`src/rtl/marker_pkg.sv`:
```
// Shared definitions for the marker scheduler: generator marker-type codes,
// the scheduler FSM state encoding and a helper for sequence-carrying types.
package marker_pkg;

  localparam logic [3:0] MT_CLOCK        = 4'd0;
  localparam logic [3:0] MT_EVENT        = 4'd1;
  localparam logic [3:0] MT_LOOPBACK     = 4'd2;
  localparam logic [3:0] MT_RETRANS      = 4'd3;
  localparam logic [3:0] MT_DIAG         = 4'd4;
  localparam logic [3:0] MT_TIMEOUT      = 4'd5;
  localparam logic [3:0] MT_DCSREQ       = 4'd6;
  localparam logic [3:0] MT_UNDEF        = 4'd7;
  localparam logic [3:0] MT_BAD_RETRANS  = 4'd11;
  localparam logic [3:0] MT_MISS_RETRANS = 4'd14;

  typedef enum logic [1:0] {
    ST_IDLE  = 2'd0,
    ST_ISSUE = 2'd1,
    ST_GUARD = 2'd2
  } state_t;

  // Only the retransmit-family markers carry a sequence number on the wire.
  function automatic logic usesSeq(input logic [3:0] markerType);
    return (markerType == MT_RETRANS) || (markerType == MT_BAD_RETRANS) ||
           (markerType == MT_MISS_RETRANS);
  endfunction

endpackage

```
`src/rtl/marker_scheduler_if.sv`:
```
// Request, handshake and generator-facing signals of the marker scheduler.
// The slave modport is the scheduler; the master modport is whoever drives requests.
interface marker_scheduler_if #(
  parameter int PER_W = 16
);
  logic             ENABLE;
  logic [PER_W-1:0] CLKMRK_PERIOD;
  logic             RETX_VALID;
  logic [3:0]       RETX_SEQ;
  logic             RETX_READY;
  logic             REQ_VALID;
  logic [3:0]       REQ_TYPE;
  logic [3:0]       REQ_SEQ;
  logic             REQ_READY;
  logic             START;
  logic [3:0]       MARKER_TYPE;
  logic [3:0]       SEQ_NUM;
  logic             BUSY;
  logic [7:0]       CLKMRK_MISSED;
  logic [15:0]      MARKER_COUNT;

  modport master (
    output ENABLE, CLKMRK_PERIOD, RETX_VALID, RETX_SEQ, REQ_VALID, REQ_TYPE, REQ_SEQ,
    input  RETX_READY, REQ_READY, START, MARKER_TYPE, SEQ_NUM, BUSY,
           CLKMRK_MISSED, MARKER_COUNT
  );

  modport slave (
    input  ENABLE, CLKMRK_PERIOD, RETX_VALID, RETX_SEQ, REQ_VALID, REQ_TYPE, REQ_SEQ,
    output RETX_READY, REQ_READY, START, MARKER_TYPE, SEQ_NUM, BUSY,
           CLKMRK_MISSED, MARKER_COUNT
  );
endinterface

```
`src/rtl/marker_period_timer.sv`:
```
// Periodic clock-marker timer: counts 0..period-1, raises a pending flag at
// terminal count and counts (saturating) periods that expire while still pending.
module marker_period_timer #(
  parameter int PER_W = 16
) (
  input  logic             XCVR_CLK,
  input  logic             XCVR_RESETN,
  input  logic             i_enable,
  input  logic [PER_W-1:0] i_period,
  input  logic             i_grantPending,
  output logic             o_pending,
  output logic [7:0]       o_missed
);

  logic [PER_W-1:0] r_cnt;
  logic             r_pending;
  logic [7:0]       r_missed;
  logic             w_terminal;

  // Compare with >= so a period shrunk below the running count still terminates.
  assign w_terminal = (r_cnt >= (i_period - PER_W'(1)));

  // Counter, pending flag and missed-period counter; a grant in the terminal cycle leaves pending set.
  always_ff @(posedge XCVR_CLK or negedge XCVR_RESETN) begin
    if (!XCVR_RESETN) begin
      r_cnt     <= '0;
      r_pending <= 1'b0;
      r_missed  <= '0;
    end else if (!i_enable) begin
      r_cnt     <= '0;
      r_pending <= 1'b0;
    end else if (i_period == '0) begin
      r_cnt <= '0;
      if (i_grantPending) r_pending <= 1'b0;
    end else if (w_terminal) begin
      r_cnt     <= '0;
      r_pending <= 1'b1;
      if (r_pending && !i_grantPending && (r_missed != 8'hFF)) r_missed <= r_missed + 8'd1;
    end else begin
      r_cnt <= r_cnt + PER_W'(1);
      if (i_grantPending) r_pending <= 1'b0;
    end
  end

  assign o_pending = r_pending;
  assign o_missed  = r_missed;

endmodule

```
`src/rtl/marker_scheduler.sv`:
```
// Marker scheduler: arbitrates clock-marker, retransmit and generic requests
// onto the marker generator and enforces the START spacing it needs.
module marker_scheduler
  import marker_pkg::*;
#(
  parameter int START_WIDTH  = 4,
  parameter int GUARD_CYCLES = 16,
  parameter int PER_W        = 16
) (
  input logic               XCVR_CLK,
  input logic               XCVR_RESETN,
  marker_scheduler_if.slave bus
);

  localparam int GW = $clog2(GUARD_CYCLES + 1);
  localparam logic [GW-1:0] ISSUE_LAST = GW'(START_WIDTH - 1);
  localparam logic [GW-1:0] GUARD_LAST = GW'(GUARD_CYCLES - 1);

  state_t      r_state;
  state_t      w_nextState;
  logic [GW-1:0] r_guardCnt;
  logic [3:0]  r_markerType;
  logic [3:0]  r_seqNum;
  logic [15:0] r_markerCount;
  logic        w_idle;
  logic        w_clkPending;
  logic        w_grantClk;
  logic        w_grantRetx;
  logic        w_grantReq;
  logic        w_grant;
  logic [3:0]  w_grantType;
  logic [3:0]  w_grantSeq;
  logic [7:0]  w_missed;

  marker_period_timer #(.PER_W(PER_W)) u_timer (
    .XCVR_CLK       (XCVR_CLK),
    .XCVR_RESETN    (XCVR_RESETN),
    .i_enable       (bus.ENABLE),
    .i_period       (bus.CLKMRK_PERIOD),
    .i_grantPending (w_grantClk),
    .o_pending      (w_clkPending),
    .o_missed       (w_missed)
  );

  assign w_idle  = (r_state == ST_IDLE);
  assign w_grant = w_grantClk || w_grantRetx || w_grantReq;

  // Fixed-priority arbiter: pending clock marker, then retransmit, then generic request.
  always_comb begin
    w_grantClk  = 1'b0;
    w_grantRetx = 1'b0;
    w_grantReq  = 1'b0;
    w_grantType = MT_CLOCK;
    w_grantSeq  = 4'd0;
    if (w_idle && bus.ENABLE) begin
      if (w_clkPending) begin
        w_grantClk = 1'b1;
      end else if (bus.RETX_VALID) begin
        w_grantRetx = 1'b1;
        w_grantType = MT_RETRANS;
        w_grantSeq  = bus.RETX_SEQ;
      end else if (bus.REQ_VALID) begin
        w_grantReq  = 1'b1;
        w_grantType = bus.REQ_TYPE;
        w_grantSeq  = usesSeq(bus.REQ_TYPE) ? bus.REQ_SEQ : 4'd0;
      end
    end
  end

  // FSM state register.
  always_ff @(posedge XCVR_CLK or negedge XCVR_RESETN) begin
    if (!XCVR_RESETN) r_state <= ST_IDLE;
    else              r_state <= w_nextState;
  end

  // Next state: a grant starts ISSUE; the shared counter times both ISSUE and GUARD from START rise.
  always_comb begin
    w_nextState = r_state;
    case (r_state)
      ST_IDLE:  if (w_grant) w_nextState = ST_ISSUE;
      ST_ISSUE: if (r_guardCnt == ISSUE_LAST) w_nextState = ST_GUARD;
      ST_GUARD: if (r_guardCnt == GUARD_LAST) w_nextState = ST_IDLE;
      default:  w_nextState = ST_IDLE;
    endcase
  end

  // Cycles since START rise; restarts at each grant.
  always_ff @(posedge XCVR_CLK or negedge XCVR_RESETN) begin
    if (!XCVR_RESETN)        r_guardCnt <= '0;
    else if (w_grant)        r_guardCnt <= '0;
    else if (!w_idle)        r_guardCnt <= r_guardCnt + GW'(1);
  end

  // Marker fields are captured at grant and held until the next one; the count steps with START rise.
  always_ff @(posedge XCVR_CLK or negedge XCVR_RESETN) begin
    if (!XCVR_RESETN) begin
      r_markerType  <= 4'd0;
      r_seqNum      <= 4'd0;
      r_markerCount <= 16'd0;
    end else if (w_grant) begin
      r_markerType  <= w_grantType;
      r_seqNum      <= w_grantSeq;
      r_markerCount <= r_markerCount + 16'd1;
    end
  end

  assign bus.RETX_READY    = w_grantRetx;
  assign bus.REQ_READY     = w_grantReq;
  assign bus.START         = (r_state == ST_ISSUE);
  assign bus.BUSY          = !w_idle;
  assign bus.MARKER_TYPE   = r_markerType;
  assign bus.SEQ_NUM       = r_seqNum;
  assign bus.CLKMRK_MISSED = w_missed;
  assign bus.MARKER_COUNT  = r_markerCount;

endmodule
```
`src/flat_wrapper.sv`:
```
// flat-port wrapper written by rule: the top's interface ports become plain ports
module marker_scheduler_flat import marker_pkg::*;
#(
  parameter int START_WIDTH  = 4,
  parameter int GUARD_CYCLES = 16,
  parameter int PER_W        = 16
)
  (XCVR_CLK, XCVR_RESETN, bus_ENABLE, bus_CLKMRK_PERIOD, bus_RETX_VALID, bus_RETX_SEQ, bus_REQ_VALID, bus_REQ_TYPE, bus_REQ_SEQ, bus_RETX_READY, bus_REQ_READY, bus_START, bus_MARKER_TYPE, bus_SEQ_NUM, bus_BUSY, bus_CLKMRK_MISSED, bus_MARKER_COUNT);
  marker_scheduler_if #(.PER_W(PER_W)) bus_i ();
  input logic XCVR_CLK;
  input logic XCVR_RESETN;
  input wire logic [$bits(bus_i.ENABLE)-1:0] bus_ENABLE;
  input wire logic [$bits(bus_i.CLKMRK_PERIOD)-1:0] bus_CLKMRK_PERIOD;
  input wire logic [$bits(bus_i.RETX_VALID)-1:0] bus_RETX_VALID;
  input wire logic [$bits(bus_i.RETX_SEQ)-1:0] bus_RETX_SEQ;
  input wire logic [$bits(bus_i.REQ_VALID)-1:0] bus_REQ_VALID;
  input wire logic [$bits(bus_i.REQ_TYPE)-1:0] bus_REQ_TYPE;
  input wire logic [$bits(bus_i.REQ_SEQ)-1:0] bus_REQ_SEQ;
  output wire logic [$bits(bus_i.RETX_READY)-1:0] bus_RETX_READY;
  output wire logic [$bits(bus_i.REQ_READY)-1:0] bus_REQ_READY;
  output wire logic [$bits(bus_i.START)-1:0] bus_START;
  output wire logic [$bits(bus_i.MARKER_TYPE)-1:0] bus_MARKER_TYPE;
  output wire logic [$bits(bus_i.SEQ_NUM)-1:0] bus_SEQ_NUM;
  output wire logic [$bits(bus_i.BUSY)-1:0] bus_BUSY;
  output wire logic [$bits(bus_i.CLKMRK_MISSED)-1:0] bus_CLKMRK_MISSED;
  output wire logic [$bits(bus_i.MARKER_COUNT)-1:0] bus_MARKER_COUNT;
  assign bus_i.ENABLE = bus_ENABLE;
  assign bus_i.CLKMRK_PERIOD = bus_CLKMRK_PERIOD;
  assign bus_i.RETX_VALID = bus_RETX_VALID;
  assign bus_i.RETX_SEQ = bus_RETX_SEQ;
  assign bus_i.REQ_VALID = bus_REQ_VALID;
  assign bus_i.REQ_TYPE = bus_REQ_TYPE;
  assign bus_i.REQ_SEQ = bus_REQ_SEQ;
  assign bus_RETX_READY = bus_i.RETX_READY;
  assign bus_REQ_READY = bus_i.REQ_READY;
  assign bus_START = bus_i.START;
  assign bus_MARKER_TYPE = bus_i.MARKER_TYPE;
  assign bus_SEQ_NUM = bus_i.SEQ_NUM;
  assign bus_BUSY = bus_i.BUSY;
  assign bus_CLKMRK_MISSED = bus_i.CLKMRK_MISSED;
  assign bus_MARKER_COUNT = bus_i.MARKER_COUNT;
  marker_scheduler #(.START_WIDTH(START_WIDTH), .GUARD_CYCLES(GUARD_CYCLES), .PER_W(PER_W)) u_core (.XCVR_CLK(XCVR_CLK), .XCVR_RESETN(XCVR_RESETN), .bus(bus_i));
endmodule
```
`config.mk`:
```
export PLATFORM = sky130hd
export DESIGN_NAME = marker_scheduler_flat
export DESIGN_NICKNAME = d
export VERILOG_FILES = /design/src/rtl/marker_pkg.sv /design/src/rtl/marker_scheduler_if.sv /design/src/rtl/marker_period_timer.sv /design/src/rtl/marker_scheduler.sv /design/src/flat_wrapper.sv
export SDC_FILE = /design/constraint.sdc
export NUM_CORES = 1
export LEC_CHECK = 0
export BUFFER_PORTS_ARGS = -buffer_cell sky130_fd_sc_hd__buf_2
export CORE_ASPECT_RATIO = 0.5
export CORE_MARGIN = 4
export CORE_UTILIZATION = 32
export CTS_BUF_LIST = sky130_fd_sc_hd__clkbuf_16
export DETAILED_ROUTE_END_ITERATION = 16
export PLACE_DENSITY_LB_ADDON = 0.2
export SYNTH_ARGS = -nofsm -noshare
export SYNTH_HDL_FRONTEND = slang
export SYNTH_SLANG_ARGS = --single-unit
```
`constraint.sdc`:
```
create_clock -name XCVR_CLK -period 3.4 [get_ports XCVR_CLK]
set_clock_uncertainty 0.05 [all_clocks]
set_input_delay 0.34 -clock XCVR_CLK [delete_from_list [all_inputs] [get_ports XCVR_CLK]]
set_output_delay 0.34 -clock XCVR_CLK [all_outputs]
set_load 0.01 [all_outputs]
```
==> results of run 1 <==
-- layer usage --
layer,vias to the layer above,wire length (um)
li1,1316,-
met1,1190,3795
met2,42,2896
met3,7,244
met4,0,89
met5,-,0
-- worst max path at each step --
stage          slack, ns                                      to                 start
6_report            0.36  u_core.u_timer.o_missed[1]$_DFFE_PN0P_  bus_CLKMRK_PERIOD[5]
5_1_grt             0.14  u_core.u_timer.o_missed[1]$_DFFE_PN0P_  bus_CLKMRK_PERIOD[5]
3_3_place_gp        0.13  u_core.u_timer.o_missed[1]$_DFFE_PN0P_  bus_CLKMRK_PERIOD[5]
4_1_cts             0.31  u_core.u_timer.o_missed[1]$_DFFE_PN0P_  bus_CLKMRK_PERIOD[5]
2_1_floorplan       0.39  u_core.u_timer.o_missed[1]$_DFFE_PN0P_  bus_CLKMRK_PERIOD[5]
3_5_place_dp        0.01  u_core.u_timer.o_missed[1]$_DFFE_PN0P_  bus_CLKMRK_PERIOD[5]
-- critical path, stage by stage --
cell and delay [ns]:
buf_2 0.12, nor4_4 0.34, nand2_1 0.11, nor4_1 0.27, nand2_1 0.14, nor3_1 0.20, xnor2_1 0.10, ha_1 0.29
nand4_1 0.12, nor3_1 0.32, o2111ai_2 0.19, nand3_4 0.18, nand3_1 0.14, mux2_2 0.30
-- flip-flops by register name (all words and copies together), names as in the netlist --
name / flops
u_core.u_timer.o_missed: 8
u_core.bus.MARKER_COUNT: 16
u_core.bus.MARKER_TYPE: 4
u_core.u_timer.r_cnt: 16
u_core.r_guardCnt: 5
u_core.bus.SEQ_NUM: 4
u_core.r_state: 2
u_core.u_timer.o_pending: 1
-- metrics by stage --
stage	worst slack (ns)	cell area [um2]	total power, mW	util (%)	cells
floorplan	0.3927	3256	1.235	-	337
global placement	0.1339	3765	1.446	38.95	536
detailed placement	0.01416	3765	1.452	38.95	536
CTS	0.3115	3929	2.040	40.65	544
global route	0.1430	3929	2.157	40.65	544
finish	0.3556	3929	1.998	40.65	544
-- synth_stat cells, drive strengths merged (2+ instances only) --
master | number | share of area [%]
o21ai | 10 | 1.5
nand2b | 3 | 0.58
xnor2 | 32 | 8.6
and2 | 3 | 0.58
ha | 22 | 8.5
buf | 3 | 0.73
or2 | 2 | 0.38
a22o | 3 | 0.81
a22oi | 4 | 0.92
inv | 9 | 1.0
nor3 | 6 | 0.92
nor2b | 2 | 0.38
a21oi | 16 | 2.5
dfrtp | 56 | 43
nand3b | 3 | 0.69
nor4 | 3 | 1.0
nand3 | 17 | 3.0
nand2 | 34 | 4.0
and3 | 10 | 1.9
xor2 | 19 | 5.1
o221a | 2 | 0.69
clkbuf | 5 | 0.58
nor2 | 47 | 5.7
nand4 | 14 | 3.2
-- report_power, final --
part / internal, mW / switching, mW / total, mW
Combinational: 0.227 / 0.294 / 0.521
Sequential: 0.786 / 0.122 / 0.908
Clock: 0.344 / 0.225 / 0.569
Total: 1.36 / 0.641 / 2.00
-- cell families after synthesis --
kind of cell / count (synthesis)
XOR/XNOR: 51
flip-flops: 56
adder cells (fa/ha/maj): 22
AO/OA/AOI/OAI: 42
buffers and inverters: 17
AND/OR/NAND/NOR: 148
multiplexers: 1
-- final cells by class --
cell class                      count  area, um2
Fill cell                         968       5737
Tap cell                          135      168.9
Sequential cell                    56       1401
Timing Repair Buffer               72      382.9
Clock inverter                      3      38.79
Multi-Input combinational cell    264       1778
Inverter                            9      33.78
Clock buffer                        5      125.1
==> results by group, run 1 <==
Global routing
  – Vias in the first global route: 2464
  – Initial antenna violation count: 0
  – Overflow left after global routing: 0
  – GR Util All Layers: 12.46%
  – Met2 usage: 18.22%
  – Largest net degree at the start of global routing: 31
  – Met1 Use GR: 18.57%
  – M3 GR Usage: 2.452%
  – First-pass GRT wire length: 11950 um
  – GRT busiest layer: met1

Synthesis
  – YS warnings: 0
  – Simple-gate share of the synthesized area: 23.41%
  – Register area share after synthesis: 43.04%
  – Netlist Area Pre-Place: 3256 um2
  – Post-Syn Nets: 392
  – Number of synthesized flops with an enable pin: 0
  – Main combinational cell family by area after synthesis: simple AND/OR/NAND/NOR gates
  – Synth Area in Compound Gates: 8.686%
  – Asr flop ratio synth: 100.0%
  – Synth cell types: 45
  – Predominant post-synthesis flop cell: dfrtp_1
  – Flops & latches, synth: 56
  – Post-Syn Instances: 337
  – Mux share of post-synthesis cell area: 0.3459%
  – Adder-Cell Fraction of Synth Area: 8.455%
  – Avg Inst Size Synth: 9.661 um2
  – Xor and xnor fraction of the mapped netlist area: 13.72%

Detailed routing
  – DRT iter0 DRCs: 83
  – Wire per inst: 12.91 um
  – ANT nets after route: 0
  – # DRC: 0
  – Via-to-Cell Ratio: 4.697
  – Router iterations before antenna repair: 4
  – Via count: 2555
  – Final wirelength: 7025 um

Clock network
  – CTS root buffer: clkbuf_16
  – Clock sinks: 56
  – Cts repair resizes: 0
  – TritonCTS clock tree: built
  – Clk_lat worst skew: 0.29 ns
  – CTS Buffer Depth: 2
  – CTS Buf Count: 5
  – Htree depth: 2
  – CTS hold repair buffers: 0
  – CTS clk-pin slew, worst paths: 0.07 ns
  – Post-CTS Setup Bufs: 0

Worst setup path
  – Worst R2R Path Depth: 6
  – R2r setup slk: 1.17 ns
  – CP startpoint kind: input port
  – Endpoint class of the critical path: flop
  – RR Endpoint: u_core.bus.MARKER_COUNT[12]$_DFFE_PN0N_
  – RR Startpoint: u_core.r_state[1]$_DFFE_PN0P_
  – Worst path arrival time: 3.18 ns
  – WP data required: 3.53 ns
  – WS Path Type: input port to flop
  – Peak fanout along the critical path: 9

Die
  – Std cell rows: 25
  – Core area: 9666 um2
  – Die width: 150.6 um
  – Die ar.: 11950 um2
  – I/O pin count: 69
  – Starting Density: 33.68%
  – Die height: 79.33 um

Layout
  – Most common cell after layout, fill and taps aside: buf_2
  – N_diodes: 0
  – Layout cells sized above 1: 22.00%
  – Most frequent cells in the layout: 68 x buf_2, 56 x dfrtp_1, 45 x nor2_1
  – Area Growth Syn to Fin: 20.68%
  – Final nets: 463

Run
  – Max-cap violations: 0

STA
  – Final Hold Vio Count: 0
  – Fin crit share: 89.54%
  – Setup TNS: 0 ns
  – Setup violators final: 0
  – Final slew viol count: 0
  – Rel. slew slack: 52.65%
  – Top achievable clock speed: 0.3285 GHz
  – Worst hold slack: 0.04553 ns
  – RSZ-0062 raised after global routing: false
  – Crit path time final: 3.044 ns
  – Worst slew pin tran: 0.7102 ns

Placed design
  – Count of input and output buffers: 68
  – GP Congestion: 0.7692
  – Post-DP HPWL: 5383 um

Power
  – Cell Pwr Density: 508.6 nW/um2
  – Static Leak: 1.870 nW
  – Max VDD drop: 0.3123 mV

Status
  – Status: finished, final reports clean

Worst hold path
  – Hold Crit Class: input port to async pin
No activity file was read; power rests on OpenSTA's default activity.
==> run 2: changes to the inputs <==
--- a/config.mk
+++ b/config.mk
@@ -6,7 +6,6 @@
 export NUM_CORES = 1
 export LEC_CHECK = 0
 export BUFFER_PORTS_ARGS = -buffer_cell sky130_fd_sc_hd__buf_2
-export CORE_ASPECT_RATIO = 0.5
 export CORE_MARGIN = 4
 export CORE_UTILIZATION = 32
 export CTS_BUF_LIST = sky130_fd_sc_hd__clkbuf_16
==> results by group, run 2 (synthesis results as in run 1) <==
Layout
  – Final nets: 464 (was 463)
  – N_diodes: 0 (unchanged)
  – Most common cell after layout, fill and taps aside: buf_2 (unchanged)
  – Most frequent cells in the layout: 68 x buf_2, 56 x dfrtp_1, 45 x nor2_1 (unchanged)
  – Final Util: 39.87% (was 40.65%)
  – Layout cells sized above 1: 21.71% (was 22.00%)
  – Area Growth Syn to Fin: 20.25% (was 20.68%)

Worst setup path
  – Crit path from: bus_CLKMRK_PERIOD[5] (unchanged)
  – CP startpoint kind: input port (unchanged)
  – R2r setup slk: 1.16 ns (was 1.17 ns)
  – WP data required: 3.52 ns (was 3.53 ns)
  – RR Startpoint: u_core.u_timer.r_cnt[0]$_DFF_PN0_ (was u_core.r_state[1]$_DFFE_PN0P_)
  – WS Path Type: input port to flop (unchanged)
  – Endpoint class of the critical path: flop (unchanged)
  – Worst path arrival time: 3.06 ns (was 3.18 ns)
  – Peak fanout along the critical path: 9 (unchanged)

Detailed routing
  – Router iterations before antenna repair: 4 (unchanged)
  – Via count: 2571 (was 2555)
  – Wire per inst: 12.73 um (was 12.91 um)
  – DRT iter0 DRCs: 103 (was 83)
  – # DRC: 0 (unchanged)
  – ANT nets after route: 0 (unchanged)
  – Final wirelength: 6911 um (was 7025 um)
  – Via-to-Cell Ratio: 4.735 (was 4.697)

STA
  – Setup violators final: 0 (unchanged)
  – Setup TNS: 0 ns (unchanged)
  – Final slew viol count: 0 (unchanged)
  – RSZ-0062 raised after global routing: false (unchanged)
  – Fin crit share: 86.22% (was 89.54%)
  – Crit path time final: 2.932 ns (was 3.044 ns)
  – Final Hold Vio Count: 0 (unchanged)
  – Top achievable clock speed: 0.3411 GHz (was 0.3285 GHz)
  – Worst slew pin tran: 0.5548 ns (was 0.7102 ns)
  – Rel. slew slack: 63.01% (was 52.65%)

Die
  – I/O pin count: 69 (unchanged)
  – Die width: 108.9 um (was 150.6 um)
  – Die height: 108.9 um (was 79.33 um)
  – Core area: 9819 um2 (was 9666 um2)
  – Die ar.: 11850 um2 (was 11950 um2)
  – Starting Density: 33.15% (was 33.68%)
  – Std cell rows: 36 (was 25)

Placed design
  – Count of input and output buffers: 68 (unchanged)
  – GP Congestion: 0.7445 (was 0.7692)
  – Post-DP HPWL: 5295 um (was 5383 um)

Power
  – Pwr Total: 1.922 mW (was 1.998 mW)
  – Static Leak: 1.865 nW (was 1.870 nW)
  – Cell Pwr Density: 490.9 nW/um2 (was 508.6 nW/um2)
  – Max VDD drop: 0.2681 mV (was 0.3123 mV)

Global routing
  – Initial antenna violation count: 0 (unchanged)
  – GR Util All Layers: 12.49% (was 12.46%)
  – Largest net degree at the start of global routing: 35 (was 31)
  – First-pass GRT wire length: 12130 um (was 11950 um)
  – Vias in the first global route: 2643 (was 2464)
  – Overflow left after global routing: 0 (unchanged)

Clock network
  – Clk_lat worst skew: 0.28 ns (was 0.29 ns)
  – TritonCTS clock tree: built (unchanged)
  – CTS Buffer Depth: 2 (unchanged)
  – CTS root buffer: clkbuf_16 (unchanged)
  – Clock sinks: 56 (unchanged)
  – CTS clk-pin slew, worst paths: 0.07 ns (about the same)
  – Htree depth: 2 (unchanged)
  – CTS Buf Count: 5 (unchanged)

Worst hold path
  – Min-Delay Startpoint: bus_REQ_TYPE[3]
  – Hold Crit Class: input port to flop (was input port to async pin)

Status
  – Status: finished, final reports clean (unchanged)

Run
  – Max-cap violations: 0 (unchanged)
==> run 2: metrics by stage <==
stage	hold slack (ns)	area, um2	setup WS, ns	cells
finish	0.2439	3915	0.4685	543
global route	0.2458	3915	0.1375	543
CTS	0.2370	3909	0.3514	543
detailed placement	0.2956	3762	0.06877	534
global placement	0.2900	3762	0.1694	534
floorplan	-0.005591	3256	0.3927	337
==> run 2: area by class of cell <==
type	count	area [um2]
flip-flops and latches	56	1401
fillers	1055	5904
multi-input cells	264	1784
clock buffers	5	125.1
clock inverters	3	11.26
repair buffers	73	392.9
inverters	9	33.78
well taps	133	166.4
==> run 2: power breakdown <==
group	switching, mW	leakage (nW)	internal, mW
Combinational	0.296	1.04	0.229
Sequential	0.126	0.747	0.786
Clock	0.218	0.0738	0.266
==> run 2: final timing paths <==
kind,endpoint,cells after the start
worst min-delay path,u_core.bus.MARKER_TYPE[3]$_DFFE_PN0N_,2
worst min register to register,u_core.bus.MARKER_COUNT[15]$_DFFE_PN0N_,1
min in group asynchronous,u_core.bus.MARKER_COUNT[14]$_DFFE_PN0N_,2
max in group asynchronous,u_core.r_guardCnt[0]$_DFFE_PN0P_,3
worst max-delay path,u_core.u_timer.o_missed[1]$_DFFE_PN0P_,14
worst max register to register,u_core.u_timer.o_missed[1]$_DFFE_PN0P_,8
==> run 2: layer usage <==
layer	GRT usage (%)	vias to the layer above	routed length, um
li1	-	1317	-
met4	2.705	0	53
met5	0	-	0
met1	16.93	1193	3407
met2	20.79	56	3103
met3	2.309	5	346
==> run 2: worst max-delay path, stage by stage <==
cell and delay (ns):
buf_2 0.12, nor4_4 0.30, nand2_1 0.16, nor4_2 0.21, nand2_1 0.13, nor3_1 0.19, xnor2_1 0.10, ha_1 0.29
nand4_1 0.11, nor3_1 0.29, o2111ai_2 0.18, nand3_4 0.18, nand3_1 0.14, mux2_2 0.30
==> run 2: repair_timing <==
action / 4_1_cts / 5_1_grt
gates resized for setup: 0 / 1
endpoints found under the setup margin: 0 / 1
endpoints found under the hold margin: 22 / 0
hold buffers: 1 / 0
setup buffers: 0 / 0
==> run 3: changes to the inputs <==
==> constraint.sdc (replaced) <==
create_clock -name XCVR_CLK -period 3.6 [get_ports XCVR_CLK]
set_clock_uncertainty 0.05 [all_clocks]
set_input_delay 0.36 -clock XCVR_CLK [delete_from_list [all_inputs] [get_ports XCVR_CLK]]
set_output_delay 0.36 -clock XCVR_CLK [all_outputs]
set_load 0.01 [all_outputs]
==> results by group, run 3 (synthesis results as in run 1) <==
Worst setup path
  – WS Path Type: input port to flop (unchanged)
  – Worst setup path end: u_core.u_timer.o_missed[1]$_DFFE_PN0P_ (unchanged)
  – CP peak stage delay: 0.35 ns (was 0.30 ns)
  – Peak fanout along the critical path: 9 (unchanged)
  – RR Endpoint: u_core.u_timer.o_missed[1]$_DFFE_PN0P_ (unchanged)
  – CP startpoint kind: input port (unchanged)
  – Crit path from: bus_CLKMRK_PERIOD[5] (unchanged)
  – Worst path arrival time: 3.29 ns (was 3.06 ns)
  – Path length in cells of the critical path: 14 (unchanged)
  – WP data required: 3.73 ns (was 3.52 ns)
  – Worst R2R Path Depth: 8 (unchanged)
  – Endpoint class of the critical path: flop (unchanged)
  – R2r setup slk: 1.37 ns (was 1.16 ns)
  – Crit-path slowest cell: nor4_1 (was nor4_4)
  – CP Buf/Inv Count: 1 (unchanged)
  – Crit path cell chain: buf_2, nor4_4, nand2_1, nor4_1, nand2_1, nor3_1, xnor2_1, ha_1, nand4_1, nor3_1, o2111ai_2, nand3_4, nand3_1, mux2_2 (was buf_2, nor4_4, nand2_1, nor4_2, nand2_1, nor3_1, xnor2_1, ha_1, nand4_1, nor3_1, o2111ai_2, nand3_4, nand3_1, mux2_2)
  – Family with the most delay on the worst path: simple AND/OR/NAND/NOR gates (unchanged)
  – RR Startpoint: u_core.u_timer.r_cnt[0]$_DFF_PN0_ (unchanged)

Die
  – Die height: 108.9 um (unchanged)
  – I/O pin count: 69 (unchanged)
  – Die width: 108.9 um (unchanged)
  – Std cell rows: 36 (unchanged)
  – Starting Density: 33.15% (unchanged)
  – Die ar.: 11850 um2 (unchanged)
  – Core area: 9819 um2 (unchanged)

Placed design
  – Post-DP HPWL: 5386 um (was 5295 um)
  – GP Congestion: 0.7552 (was 0.7445)
  – Count of input and output buffers: 68 (unchanged)
  – DP Cell Count: 532 (was 534)

Global routing
  – Largest net degree at the start of global routing: 38 (was 35)
  – Vias in the first global route: 2639 (was 2643)
  – First-pass GRT wire length: 12100 um (was 12130 um)
  – Initial antenna violation count: 0 (unchanged)
  – GR Util All Layers: 12.50% (was 12.49%)
  – Overflow left after global routing: 0 (unchanged)

Detailed routing
  – ANT nets after route: 0 (unchanged)
  – Met3 wire len: 473 um (was 346 um)
  – Via count: 2587 (was 2571)
  – Wire per inst: 12.75 um (was 12.73 um)
  – Top layer in use: met4 (unchanged)
  – Wire length on met2: 3147 um (was 3103 um)
  – Router iterations before antenna repair: 4 (unchanged)
  – DRT met1 WL: 3189 um (was 3407 um)
  – DRT iter0 DRCs: 136 (was 103)
  – Via-to-Cell Ratio: 4.791 (was 4.735)
  – Final wirelength: 6887 um (was 6911 um)
  – # DRC: 0 (unchanged)

STA
  – Fin crit share: 87.87%
  – RSZ-0062 raised after global routing: false (unchanged)
  – Final Hold Vio Count: 0 (unchanged)
  – Top achievable clock speed: 0.3161 GHz
  – Setup violators final: 0 (unchanged)
  – Setup TNS: 0 ns (unchanged)
  – Final slew viol count: 0 (unchanged)
  – Worst slew pin tran: 0.7977 ns (was 0.5548 ns)
  – Rel. slew slack: 46.82% (was 63.01%)
  – Crit path time final: 3.163 ns

Clock network
  – CTS hold repair buffers: 0 (was 1)
  – CTS Buf Count: 5 (unchanged)
  – Cts repair resizes: 0 (unchanged)
  – CTS Buffer Depth: 2 (unchanged)
  – Clock sinks: 56 (unchanged)
  – CTS clk-pin slew, worst paths: 0.07 ns (about the same)
  – Htree depth: 2 (unchanged)
  – Clk_lat worst skew: 0.29 ns (was 0.28 ns)
  – TritonCTS clock tree: built (unchanged)
  – CTS root buffer: clkbuf_16 (unchanged)
  – Post-CTS Setup Bufs: 0 (unchanged)

Power
  – Seq pwr share: 47.4% (was 47.5%)
  – Combinational share of power: 27.1% (was 27.3%)
  – Power share of the clock group: 25.5% (was 25.2%)
  – Internal power: 1.209 mW (was 1.281 mW)
  – Switching Power: 0.5988 mW (was 0.6405 mW)
  – Switching part of the total power: 33.12% (was 33.33%)
  – Static Leak: 1.842 nW (was 1.865 nW)
  – Max VDD drop: 0.2633 mV (was 0.2681 mV)
  – Cell Pwr Density: 466.8 nW/um2 (was 490.9 nW/um2)
  – Pwr Total: 1.808 mW (was 1.922 mW)

Layout
  – Most common cell after layout, fill and taps aside: buf_2 (unchanged)
  – Final nets: 461 (was 464)
  – N_diodes: 0 (unchanged)
  – Area Growth Syn to Fin: 18.99% (was 20.25%)
  – Final std cells w/o fill: 540 (was 543)
  – Most frequent cells in the layout: 68 x buf_2, 56 x dfrtp_1, 45 x nor2_1 (unchanged)
  – Layout cells sized above 1: 21.62% (was 21.71%)

Worst hold path
  – Hold Crit Class: input port to async pin (was input port to flop)

Run
  – Max-cap violations: 0 (unchanged)

Status
  – Status: finished, final reports clean (unchanged)
==> run 3: final cells by class <==
type	count	area (um2)
clock buffers	5	125.1
clock inverters	3	13.76
fillers	1057	5946
inverters	9	33.78
multi-input cells	264	1778
flip-flops and latches	56	1401
well taps	133	166.4
repair buffers	70	355.3
==> run 3: through the flow <==
step,util (%),hold WS (ns),area (um2),setup slack [ns]
detailed placement,38.04,0.4233,3735,0.1151
floorplan,-,0.01441,3256,0.5727
global placement,38.04,0.4061,3735,0.2216
CTS,39.45,0.1446,3874,0.4109
global route,39.45,0.1951,3874,0.001732
finish,39.45,0.1107,3874,0.4367
==> run 3: worst min path at each step <==
stage | startpoint | endpoint | slack, ns
after floorplan | XCVR_RESETN | u_core.bus.MARKER_COUNT[0]$_DFFE_PN0N_ | 0.01
after global placement | u_core.bus.MARKER_COUNT[15]$_DFFE_PN0N_ | u_core.bus.MARKER_COUNT[15]$_DFFE_PN0N_ | 0.41
after detailed placement | u_core.bus.MARKER_COUNT[15]$_DFFE_PN0N_ | u_core.bus.MARKER_COUNT[15]$_DFFE_PN0N_ | 0.42
after CTS | XCVR_RESETN | u_core.bus.MARKER_COUNT[10]$_DFFE_PN0N_ | 0.14
after global routing | XCVR_RESETN | u_core.bus.MARKER_COUNT[11]$_DFFE_PN0N_ | 0.20
final | XCVR_RESETN | u_core.bus.MARKER_COUNT[11]$_DFFE_PN0N_ | 0.11
==> run 3: power groups by stage <==
stage / sequential, mW / clock (mW) / combinational, mW
floorplan: 0.882 / 0 / 0.285
global placement: 0.869 / 0 / 0.489
detailed placement: 0.864 / 0 / 0.503
CTS: 0.858 / 0.480 / 0.501
global route: 0.878 / 0.501 / 0.568
finish: 0.858 / 0.461 / 0.489
==> run 3: layer usage <==
| metal | GRT usage [%] | up-vias |
|---|---|---|
| li1 | - | 1309 |
| met1 | 16.86 | 1207 |
| met2 | 20.48 | 65 |
| met3 | 2.487 | 6 |
| met4 | 3.246 | 0 |
| met5 | 0 | - |
